===== src/rtl/cmd_dispatch.sv =====
// Remote-command sequencer: assembles 3-byte UART packets for cmd_cfg, injects
// EMER_LAND when the host link goes silent while armed, and forwards responses.
module cmd_dispatch #(
  parameter bit          FAST_SIM   = 1'b1,
  parameter int unsigned BYTE_TMO_W = 16
) (
  input  logic        clk,
  input  logic        rst_n,
  input  logic        rx_rdy_i,
  input  logic [7:0]  rx_data_i,
  output logic        clr_rx_rdy_o,
  output logic        cmd_rdy_o,
  output logic [7:0]  cmd_o,
  output logic [15:0] data_o,
  input  logic        clr_cmd_rdy_i,
  input  logic        motors_off_i,
  input  logic [7:0]  resp_i,
  input  logic        send_resp_i,
  output logic        trmt_o,
  output logic [7:0]  tx_data_o,
  input  logic        tx_done_i,
  output logic        wdog_trip_o,
  output logic        pkt_drop_o
);

  localparam logic [7:0]            EmerLand = 8'h07;
  localparam logic [BYTE_TMO_W-1:0] GapOne   = 1;

  typedef enum logic [1:0] {StWaitCmd, StWaitHi, StWaitLo, StHold} state_e;

  state_e                state_q, state_d;
  logic [7:0]            cmd_q, cmd_d;
  logic [15:0]           data_q, data_d;
  logic [25:0]           wdog_q, wdog_d;
  logic [BYTE_TMO_W-1:0] gap_q, gap_d;
  logic                  injected_q, injected_d;
  logic                  tx_busy_q, tx_busy_d;
  logic                  pend_vld_q, pend_vld_d;
  logic [7:0]            pend_q, pend_d;
  logic [7:0]            tx_last_q, tx_last_d;

  logic wdog_full, gap_full, armed, pkt_done, inject, tx_free, trmt;

  assign wdog_full = FAST_SIM ? &wdog_q[8:0] : &wdog_q;
  assign gap_full  = &gap_q;
  assign armed     = ~motors_off_i;

  // Packet assembly and EMER_LAND injection
  always_comb begin
    state_d      = state_q;
    cmd_d        = cmd_q;
    data_d       = data_q;
    injected_d   = injected_q;
    gap_d        = '0;
    clr_rx_rdy_o = 1'b0;
    wdog_trip_o  = 1'b0;
    pkt_drop_o   = 1'b0;
    pkt_done     = 1'b0;
    inject       = 1'b0;
    unique case (state_q)
      StWaitCmd: begin
        if (rx_rdy_i) begin
          clr_rx_rdy_o = 1'b1;
          cmd_d        = rx_data_i;
          state_d      = StWaitHi;
        end else if (wdog_full && armed) begin
          cmd_d       = EmerLand;
          data_d      = '0;
          injected_d  = 1'b1;
          wdog_trip_o = 1'b1;
          inject      = 1'b1;
          state_d     = StHold;
        end
      end
      StWaitHi: begin
        if (rx_rdy_i) begin
          clr_rx_rdy_o = 1'b1;
          data_d[15:8] = rx_data_i;
          state_d      = StWaitLo;
        end else if (gap_full || (wdog_full && armed)) begin
          pkt_drop_o = 1'b1;
          state_d    = StWaitCmd;
        end else begin
          gap_d = gap_q + GapOne;
        end
      end
      StWaitLo: begin
        if (rx_rdy_i) begin
          clr_rx_rdy_o = 1'b1;
          data_d[7:0]  = rx_data_i;
          injected_d   = 1'b0;
          pkt_done     = 1'b1;
          state_d      = StHold;
        end else if (gap_full || (wdog_full && armed)) begin
          pkt_drop_o = 1'b1;
          state_d    = StWaitCmd;
        end else begin
          gap_d = gap_q + GapOne;
        end
      end
      StHold: begin
        // Bytes arriving while cmd_cfg owns the packet are consumed and dropped
        if (rx_rdy_i) begin
          clr_rx_rdy_o = 1'b1;
          pkt_drop_o   = 1'b1;
        end
        if (clr_cmd_rdy_i) begin
          state_d = StWaitCmd;
        end
      end
      default: state_d = StWaitCmd;
    endcase
  end

  // Saturating watchdog; paused while cmd_cfg holds a packet
  always_comb begin
    wdog_d = wdog_q;
    if (pkt_done || inject) begin
      wdog_d = '0;
    end else if (state_q != StHold && !wdog_full) begin
      wdog_d = wdog_q + 26'd1;
    end
  end

  // Response path with a 1-deep pending buffer; a done cycle counts as idle
  always_comb begin
    trmt       = 1'b0;
    tx_busy_d  = tx_busy_q & ~tx_done_i;
    tx_free    = ~tx_busy_d;
    pend_vld_d = pend_vld_q;
    pend_d     = pend_q;
    tx_last_d  = tx_last_q;
    if (tx_free && pend_vld_q) begin
      trmt       = 1'b1;
      tx_last_d  = pend_q;
      pend_vld_d = 1'b0;
    end
    if (send_resp_i && !injected_q) begin
      if (tx_free && !pend_vld_q) begin
        trmt      = 1'b1;
        tx_last_d = resp_i;
      end else begin
        pend_d     = resp_i;
        pend_vld_d = 1'b1;
      end
    end
    if (trmt) begin
      tx_busy_d = 1'b1;
    end
  end

  always_ff @(posedge clk or negedge rst_n) begin
    if (!rst_n) begin
      state_q    <= StWaitCmd;
      cmd_q      <= '0;
      data_q     <= '0;
      wdog_q     <= '0;
      gap_q      <= '0;
      injected_q <= 1'b0;
      tx_busy_q  <= 1'b0;
      pend_vld_q <= 1'b0;
      pend_q     <= '0;
      tx_last_q  <= '0;
    end else begin
      state_q    <= state_d;
      cmd_q      <= cmd_d;
      data_q     <= data_d;
      wdog_q     <= wdog_d;
      gap_q      <= gap_d;
      injected_q <= injected_d;
      tx_busy_q  <= tx_busy_d;
      pend_vld_q <= pend_vld_d;
      pend_q     <= pend_d;
      tx_last_q  <= tx_last_d;
    end
  end

  assign cmd_rdy_o = (state_q == StHold);
  assign cmd_o     = cmd_q;
  assign data_o    = data_q;
  assign trmt_o    = trmt;
  assign tx_data_o = tx_last_d;

endmodule


===== config.mk =====
export PLATFORM = sky130hd
export DESIGN_NAME = cmd_dispatch
export DESIGN_NICKNAME = d
export VERILOG_FILES = /design/src/rtl/cmd_dispatch.sv
export SDC_FILE = /design/constraint.sdc
export NUM_CORES = 1
export LEC_CHECK = 0
export CAP_MARGIN = 40
export CELL_PAD_IN_SITES_DETAIL_PLACEMENT = 1
export CELL_PAD_IN_SITES_GLOBAL_PLACEMENT = 1
export CORE_MARGIN = 4
export CORE_UTILIZATION = 43
export DETAILED_ROUTE_END_ITERATION = 6
export GPL_ROUTABILITY_DRIVEN = 0
export PLACE_DENSITY_LB_ADDON = 0.1
export SYNTH_ARGS = -nofsm -noshare
export SYNTH_HDL_FRONTEND = slang
export SYNTH_SLANG_ARGS = --single-unit

===== constraint.sdc =====
create_clock -name clk -period 5.84 [get_ports clk]
set_input_delay 1.168 -clock clk [delete_from_list [all_inputs] [get_ports clk]]
set_output_delay 1.168 -clock clk [all_outputs]
set_load 0.05 [all_outputs]

==> results of run 1 <==
-- power by group --
part | internal [mW] | switching [mW] | leakage [nW] | total [mW]
Sequential | 0.641 | 0.103 | 0.917 | 0.744
Combinational | 0.350 | 0.686 | 0.800 | 1.04
Clock | 0.219 | 0.178 | 0.106 | 0.397
Total | 1.21 | 0.967 | 1.82 | 2.18
-- routing by layer --
metal  vias up  GRT usage, %
met2        58          31.7
met5         -             0
li1       1217             -
met3        13          6.22
met4         0          6.61
met1      1261          23.1
-- how the worst min path moves through the flow --
stage | from | cells past startpoint | end
2_1_floorplan | pend_q[4] | 2 | pend_q[4]
3_3_place_gp | data_o[12] | 2 | data_o[12]
3_5_place_dp | data_o[13] | 2 | data_o[13]
4_1_cts | data_o[13] | 2 | data_o[13]
5_1_grt | tx_last_q[3] | 2 | tx_last_q[3]
6_report | data_o[13] | 2 | data_o[13]
-- cells in the final DEF, fill, tap and decap left out, types with 2 or more instances in the layout --
| cell type | n |
|---|---|
| dfrtp_1 | 70 |
| clkdlybuf4s50_1 | 58 |
| nand2_1 | 37 |
| inv_1 | 29 |
| nor2_1 | 27 |
| o21ai_0 | 27 |
| nand3_1 | 14 |
| xnor2_1 | 11 |
| clkbuf_8 | 11 |
| xor2_1 | 9 |
| a21oi_1 | 8 |
| ha_1 | 7 |
| nand2b_1 | 6 |
| nand4_1 | 5 |
| nor4_1 | 5 |
| a222oi_1 | 5 |
| mux2_2 | 5 |
| a22o_1 | 5 |
| nor2b_1 | 4 |
| o22ai_1 | 4 |
| nor3_1 | 3 |
| o22a_1 | 3 |
| clkinv_2 | 3 |
| a31oi_1 | 2 |
| buf_4 | 2 |
-- per-stage QoR --
| stage | power, mW | util (%) | setup slack (ns) | cells | hold slack, ns |
|---|---|---|---|---|---|
| 2_1_floorplan | 1.45 | - | 1.89 | 317 | 0.450 |
| 3_3_place_gp | 1.77 | 53.7 | 1.42 | 468 | 0.463 |
| 3_5_place_dp | 1.80 | 54.0 | 1.35 | 469 | 0.472 |
| 4_1_cts | 2.20 | 56.7 | 1.35 | 485 | 0.489 |
| 5_1_grt | 2.31 | 56.7 | 1.19 | 485 | 0.526 |
| 6_report | 2.18 | 56.7 | 1.37 | 485 | 0.484 |
-- logic make-up after synthesis --
family	Yosys count
AO/OA/AOI/OAI	64
buffers and inverters	38
AND/OR/NAND/NOR	113
flip-flops	70
XOR/XNOR	20
adder cells (fa/ha/maj)	7
multiplexers	5
-- registers in the layout, indices dropped and copies added (netlist names) --
name and cells:
cmd_o 8, data_o 16, gap_q 16, injected_q 1
pend_q 8, pend_vld_q 1, state_q 2, tx_busy_q 1
tx_last_q 8, wdog_q 9
-- tightest hold or removal path, cell delays in order (launching register included) --
cell and delay, ns:
dfrtp_1 0.35, nand2_1 0.05, o21ai_0 0.06
-- cell type report --
type                       count  area (µm²)
fill                         846        3160
sequential                    70        1750
multi-input combinational    209        1330
timing repair buffer          62         621
clock buffer                  12         155
tap                           99         124
inverter                      29         109
clock inverter                 4        45.0
==> results.json, run 1 <==
{
  "die_y_um": 94.8,
  "fin_crit_sh_pct": 76.5,
  "avgViaCountPerCell": 5.26,
  "crit_path_top_delay_cell": "clkdlybuf4s50_1",
  "crit_end": "tx_data_o[0]",
  "detailed_place_hpwl_um": 5650,
  "post_route_cells_drive_above_1_share_pct": 8.81,
  "synth.cell_area_um2": 3240,
  "final_nets": 411,
  "final_design_area_no_fill_um2": 4140,
  "yosys_warnings": 0,
  "core_um2": 7290,
  "synth-compound-area-share_pct": 13.0,
  "worst_r2r_endpoint": "data_o[4]",
  "cp.buffers_inverters": 3,
  "post_cts.repair.setup_buffers": 0,
  "power_density_nw_per_um2": 526,
  "crit_start": "tx_done_i",
  "timing.critical_path.to_type": "output pin",
  "met3_wirelength_um": 457,
  "yosysUniqueCellTypes": 46,
  "pin_count": 60,
  "cts_hold_buffers": 0,
  "timing_worst_setup_path_type": "primary input to output pin",
  "cts_tree": "yes",
  "num_rows": 31,
  "max-vdd-ir-drop_uv": 197,
  "synthFlopType": "dfrtp_1",
  "seq_area_frac_synth_pct": 54.1,
  "postPlaceCellArea_um2": 3940,
  "arrival_ns": 3.30,
  "tightestPinTransition_ns": 0.607,
  "antenna_cells_inserted": 0,
  "max_slew_margin_pct": 59.5,
  "met1_length_um": 3340,
  "timing.reg2reg.setup_slack_ns": 3.58,
  "synth_top_cells_by_area": "dfrtp_1 54%, nand2_1 4.3%, o21ai_0 4.2%",
  "postSynthAreaPerCell_um2": 10.2,
  "numClockSinks": 70,
  "start_util_pct": 44.4,
  "worst-r2r-cell-count": 8,
  "die_width_um": 94.8,
  "timing.critical_path.mode_cell": "clkdlybuf4s50_1",
  "cts.repair.resized": 0,
  "wire_length_per_cell_um": 16.0,
  "cap_viol_max_count": 0,
  "postRouteWirelength_um": 7760,
  "fmax_mhz": 224,
  "cts.htree.levels": 3,
  "die_area_um2": 8990,
  "timing.critical_path.depth": 6,
  "top_cell_type_s_share_of_synthesized_area_pct": 54.1,
  "top_layer": "met4",
  "cp_slowest_stage_delay_ns": 0.81,
  "global_route.overflow_total": 0,
  "fin_crit_ns": 4.47,
  "timing.clock.skew_ns": 0.00536,
  "crit_required_ns": 4.67,
  "drtPass1Iterations": 4,
  "clock_tree.buffer_depth": 2,
  "route.met2.wl_um": 3850,
  "synthToLayoutAreaGrowth_pct": 27.6,
  "drt_drc_violations_left": 0,
  "routed-via-count": 2549,
  "totalNegativeSetupSlack_ns": 0,
  "report.final.hold_viol_count": 0,
  "worstHoldPathType": "flop to flop",
  "syn-instance-count": 317,
  "post_synth_and_or_nand_nor_area_fraction_pct": 18.2,
  "synthArstFlopShare_pct": 100,
  "ctsRootBufferMaster": "clkbuf_8",
  "cts.reportedPaths.clkPinSlew_ns": 0.07,
  "worstPathMaxFanout": 8,
  "worstSkewPairLatency_ns": 0.34,
  "drt_iter0_markers": 136,
  "finalMaxSlewViolations": 0,
  "synth_top_family_by_area": "simple AND/OR/NAND/NOR gates",
  "first_global_vias": 2693,
  "synth.mux.area_fraction_pct": 1.74,
  "power.leakage_nw": 1.82,
  "worstReg2RegStart": "wdog_q[0]",
  "synth_top_cells_by_count": "70 x dfrtp_1, 37 x nand2_1, 29 x inv_1, 27 x nor2_1, 27 x o21ai_0",
  "category_of_cells_accounting_for_the_largest_share_of_critical_path_delay": "buffers and inverters",
  "synth_top_cell_by_area": "dfrtp_1",
  "grt_setup_unrepaired": "no",
  "synth_nets": 347,
  "setup_violations": 0,
  "tritoncts_buffers": 9,
  "grtUsageTotal_pct": 19.0,
  "status": "finished, final reports clean",
  "buffer_ports.inserted": 59,
  "yosys.area_share.adder_pct": 2.70,
  "chain_of_cells_forming_the_critical_path": "clkdlybuf4s50_1, nor2b_1, nor3_2, a222oi_1, inv_1, clkdlybuf4s50_1",
  "critPathLaunchType": "primary input",
  "grt_pass1_wl_um": 13300,
  "synth-edff-count": 0,
  "antenna_found_initial": 0,
  "synthMostInstantiatedCell": "dfrtp_1",
  "synth_xor_area_share_pct": 5.41,
  "pin_count_of_the_biggest_net_entering_global_routing": 37,
  "postSynthRegisterBits": 70,
  "ant_nets": 0
}
Note: power is estimated with default switching activity, not from simulation.
==> run 2, diff against run 1 <==
--- a/config.mk
+++ b/config.mk
@@ -9,7 +9,7 @@
 export CELL_PAD_IN_SITES_DETAIL_PLACEMENT = 1
 export CELL_PAD_IN_SITES_GLOBAL_PLACEMENT = 1
 export CORE_MARGIN = 4
-export CORE_UTILIZATION = 43
+export CORE_UTILIZATION = 40
 export DETAILED_ROUTE_END_ITERATION = 6
 export GPL_ROUTABILITY_DRIVEN = 0
 export PLACE_DENSITY_LB_ADDON = 0.1
==> constraint.sdc (replaced) <==
create_clock -name clk -period 4.2 [get_ports clk]
set_input_delay 0.84 -clock clk [delete_from_list [all_inputs] [get_ports clk]]
set_output_delay 0.84 -clock clk [all_outputs]
set_load 0.05 [all_outputs]
==> results.json, run 2 (same netlist as run 1, synthesis figures left out) <==
{
  "status": "finished, final reports clean",
  "cp_slowest_stage_delay_ns": 0.84,
  "fin_crit_sh_pct": 91.5,
  "num_rows": 32,
  "drt_iter0_markers": 105,
  "routed-via-count": 2552,
  "pin_count": 60,
  "arrival_ns": 3.00,
  "max-vdd-ir-drop_uv": 256,
  "post_route_cells_drive_above_1_share_pct": 9.54,
  "ctsRootBufferMaster": "clkbuf_8",
  "wire_length_per_cell_um": 16.0,
  "cts.htree.levels": 3,
  "antenna_cells_inserted": 0,
  "cts.reportedPaths.clkPinSlew_ns": 0.08,
  "cp.buffers_inverters": 3,
  "crit_required_ns": 3.36,
  "core_um2": 7810,
  "buffer_ports.inserted": 59,
  "start_util_pct": 41.5,
  "timing.critical_path.to_type": "output pin",
  "power_switching_mw": 1.37,
  "crit_path_top_delay_cell": "clkdlybuf4s50_1",
  "worst_r2r_endpoint": "data_o[7]",
  "pin_count_of_the_biggest_net_entering_global_routing": 30,
  "grt_pass1_wl_um": 13200,
  "worst-r2r-cell-count": 8,
  "worstReg2RegStart": "wdog_q[0]",
  "report.final.hold_viol_count": 0,
  "cap_viol_max_count": 0,
  "antenna_found_initial": 0,
  "totalNegativeSetupSlack_ns": 0,
  "die_area_um2": 9610,
  "power.sequential.fraction_pct": 33.3,
  "timing.critical_path.mode_cell": "clkdlybuf4s50_1",
  "cts_hold_buffers": 0,
  "power_density_nw_per_um2": 742,
  "drt_drc_violations_left": 0,
  "final_design_area_no_fill_um2": 4180,
  "setup_violations": 0,
  "category_of_cells_accounting_for_the_largest_share_of_critical_path_delay": "buffers and inverters",
  "chain_of_cells_forming_the_critical_path": "clkdlybuf4s50_1, nand2b_1, o21ai_1, inv_1, o22ai_1, a21oi_1, clkdlybuf4s50_1",
  "final_nets": 413,
  "max_slew_margin_pct": 59.1,
  "clkPwrFrac_pct": 20.0,
  "ant_nets": 0,
  "finalMaxSlewViolations": 0,
  "worstHoldPathType": "primary input to async pin",
  "postRouteWirelength_um": 7830,
  "clock_tree.buffer_depth": 2,
  "critPathLaunchType": "primary input",
  "cts.repair.resized": 0,
  "layout.cells.most_common_list": "70 x dfrtp_1, 58 x clkdlybuf4s50_1, 37 x nand2_1, 29 x inv_1",
  "fmax_mhz": 260,
  "grtUsageTotal_pct": 16.9,
  "final_core_util_pct": 53.6,
  "total_power_mw": 3.11,
  "worstSkewPairLatency_ns": 0.34,
  "postPlaceCellArea_um2": 3950,
  "layoutNonFillerInstCount": 490,
  "detailed_place_hpwl_um": 5650,
  "n_fill_cell": 864,
  "first_global_vias": 2630,
  "worstPathMaxFanout": 6,
  "dp_cells": 474,
  "timing.reg2reg.setup_slack_ns": 1.92,
  "post_cts.repair.setup_buffers": 0,
  "internal_power_mw": 1.74,
  "die_width_um": 98.0,
  "cts_tree": "yes",
  "swShare_pct": 44.1,
  "tritoncts_buffers": 9,
  "global_route.overflow_total": 0,
  "crit_start": "tx_done_i",
  "timing.clock.skew_ns": 0.0121,
  "numClockSinks": 70,
  "grt_setup_unrepaired": "no",
  "relative_contribution_of_combinational_cells_to_total_power_pct": 46.7,
  "die_y_um": 98.0,
  "power.leakage_nw": 1.84,
  "drtPass1Iterations": 4,
  "avgViaCountPerCell": 5.21,
  "synthToLayoutAreaGrowth_pct": 29.1,
  "fin_crit_ns": 3.84,
  "timing_worst_setup_path_type": "primary input to output pin",
  "tightestPinTransition_ns": 0.614,
  "most_common_cell_after_layout_fill_and_taps_aside": "dfrtp_1"
}
## run 2: cell types whose count changed in the layout (fill, tap and decap cells not counted)
cell        change
bufinv_16       +1
clkbuf_1        -1
buf_4           +2
inv_6           +2
clkinvlp_4      +2
clkinv_2        -3
clkbuf_8        -1
## run 2: final cells by class
class / count / area (µm²) / area share [%]
Timing Repair Buffer: 64 / 636 / 15.2
Tap cell: 102 / 128 / 3.05
Clock inverter: 6 / 92.6 / 2.21
Multi-Input combinational cell: 209 / 1330 / 31.8
Inverter: 29 / 109 / 2.60
Clock buffer: 10 / 138 / 3.29
Sequential cell: 70 / 1750 / 41.9
## run 2: worst max path at each step
stage,to,slack (ns),cells past startpoint
after floorplan,tx_data_o[4],0.90,5
after global placement,tx_data_o[5],0.45,7
after detailed placement,tx_data_o[6],0.38,7
after CTS,tx_data_o[6],0.33,7
after global routing,pkt_drop_o,0.15,9
final,tx_data_o[6],0.36,7
## run 2: routing by layer
| layer | GRT usage [%] | part of all wire [%] | vias to the layer above |
|---|---|---|---|
| met5 | 0 | 0 | - |
| met4 | 3.83 | 0.59 | 0 |
| met3 | 4.57 | 4.0 | 4 |
| met2 | 27.9 | 49 | 45 |
| met1 | 22.2 | 47 | 1282 |
| li1 | - | - | 1221 |
## run 2: per-stage QoR
stage	hold WS (ns)	worst slack (ns)
finish	0.416	0.358
detailed placement	0.473	0.380
global route	0.426	0.147
floorplan	0.450	0.905
CTS	0.415	0.328
global placement	0.462	0.451
## run 2: power by group through the flow
stage | Combinational (mW) | Sequential (mW) | Clock, mW
2_1_floorplan | 0.677 | 1.34 | 0
3_3_place_gp | 1.43 | 1.04 | 0
3_5_place_dp | 1.46 | 1.05 | 0
4_1_cts | 1.47 | 1.03 | 0.639
5_1_grt | 1.55 | 1.06 | 0.677
6_report | 1.45 | 1.03 | 0.622
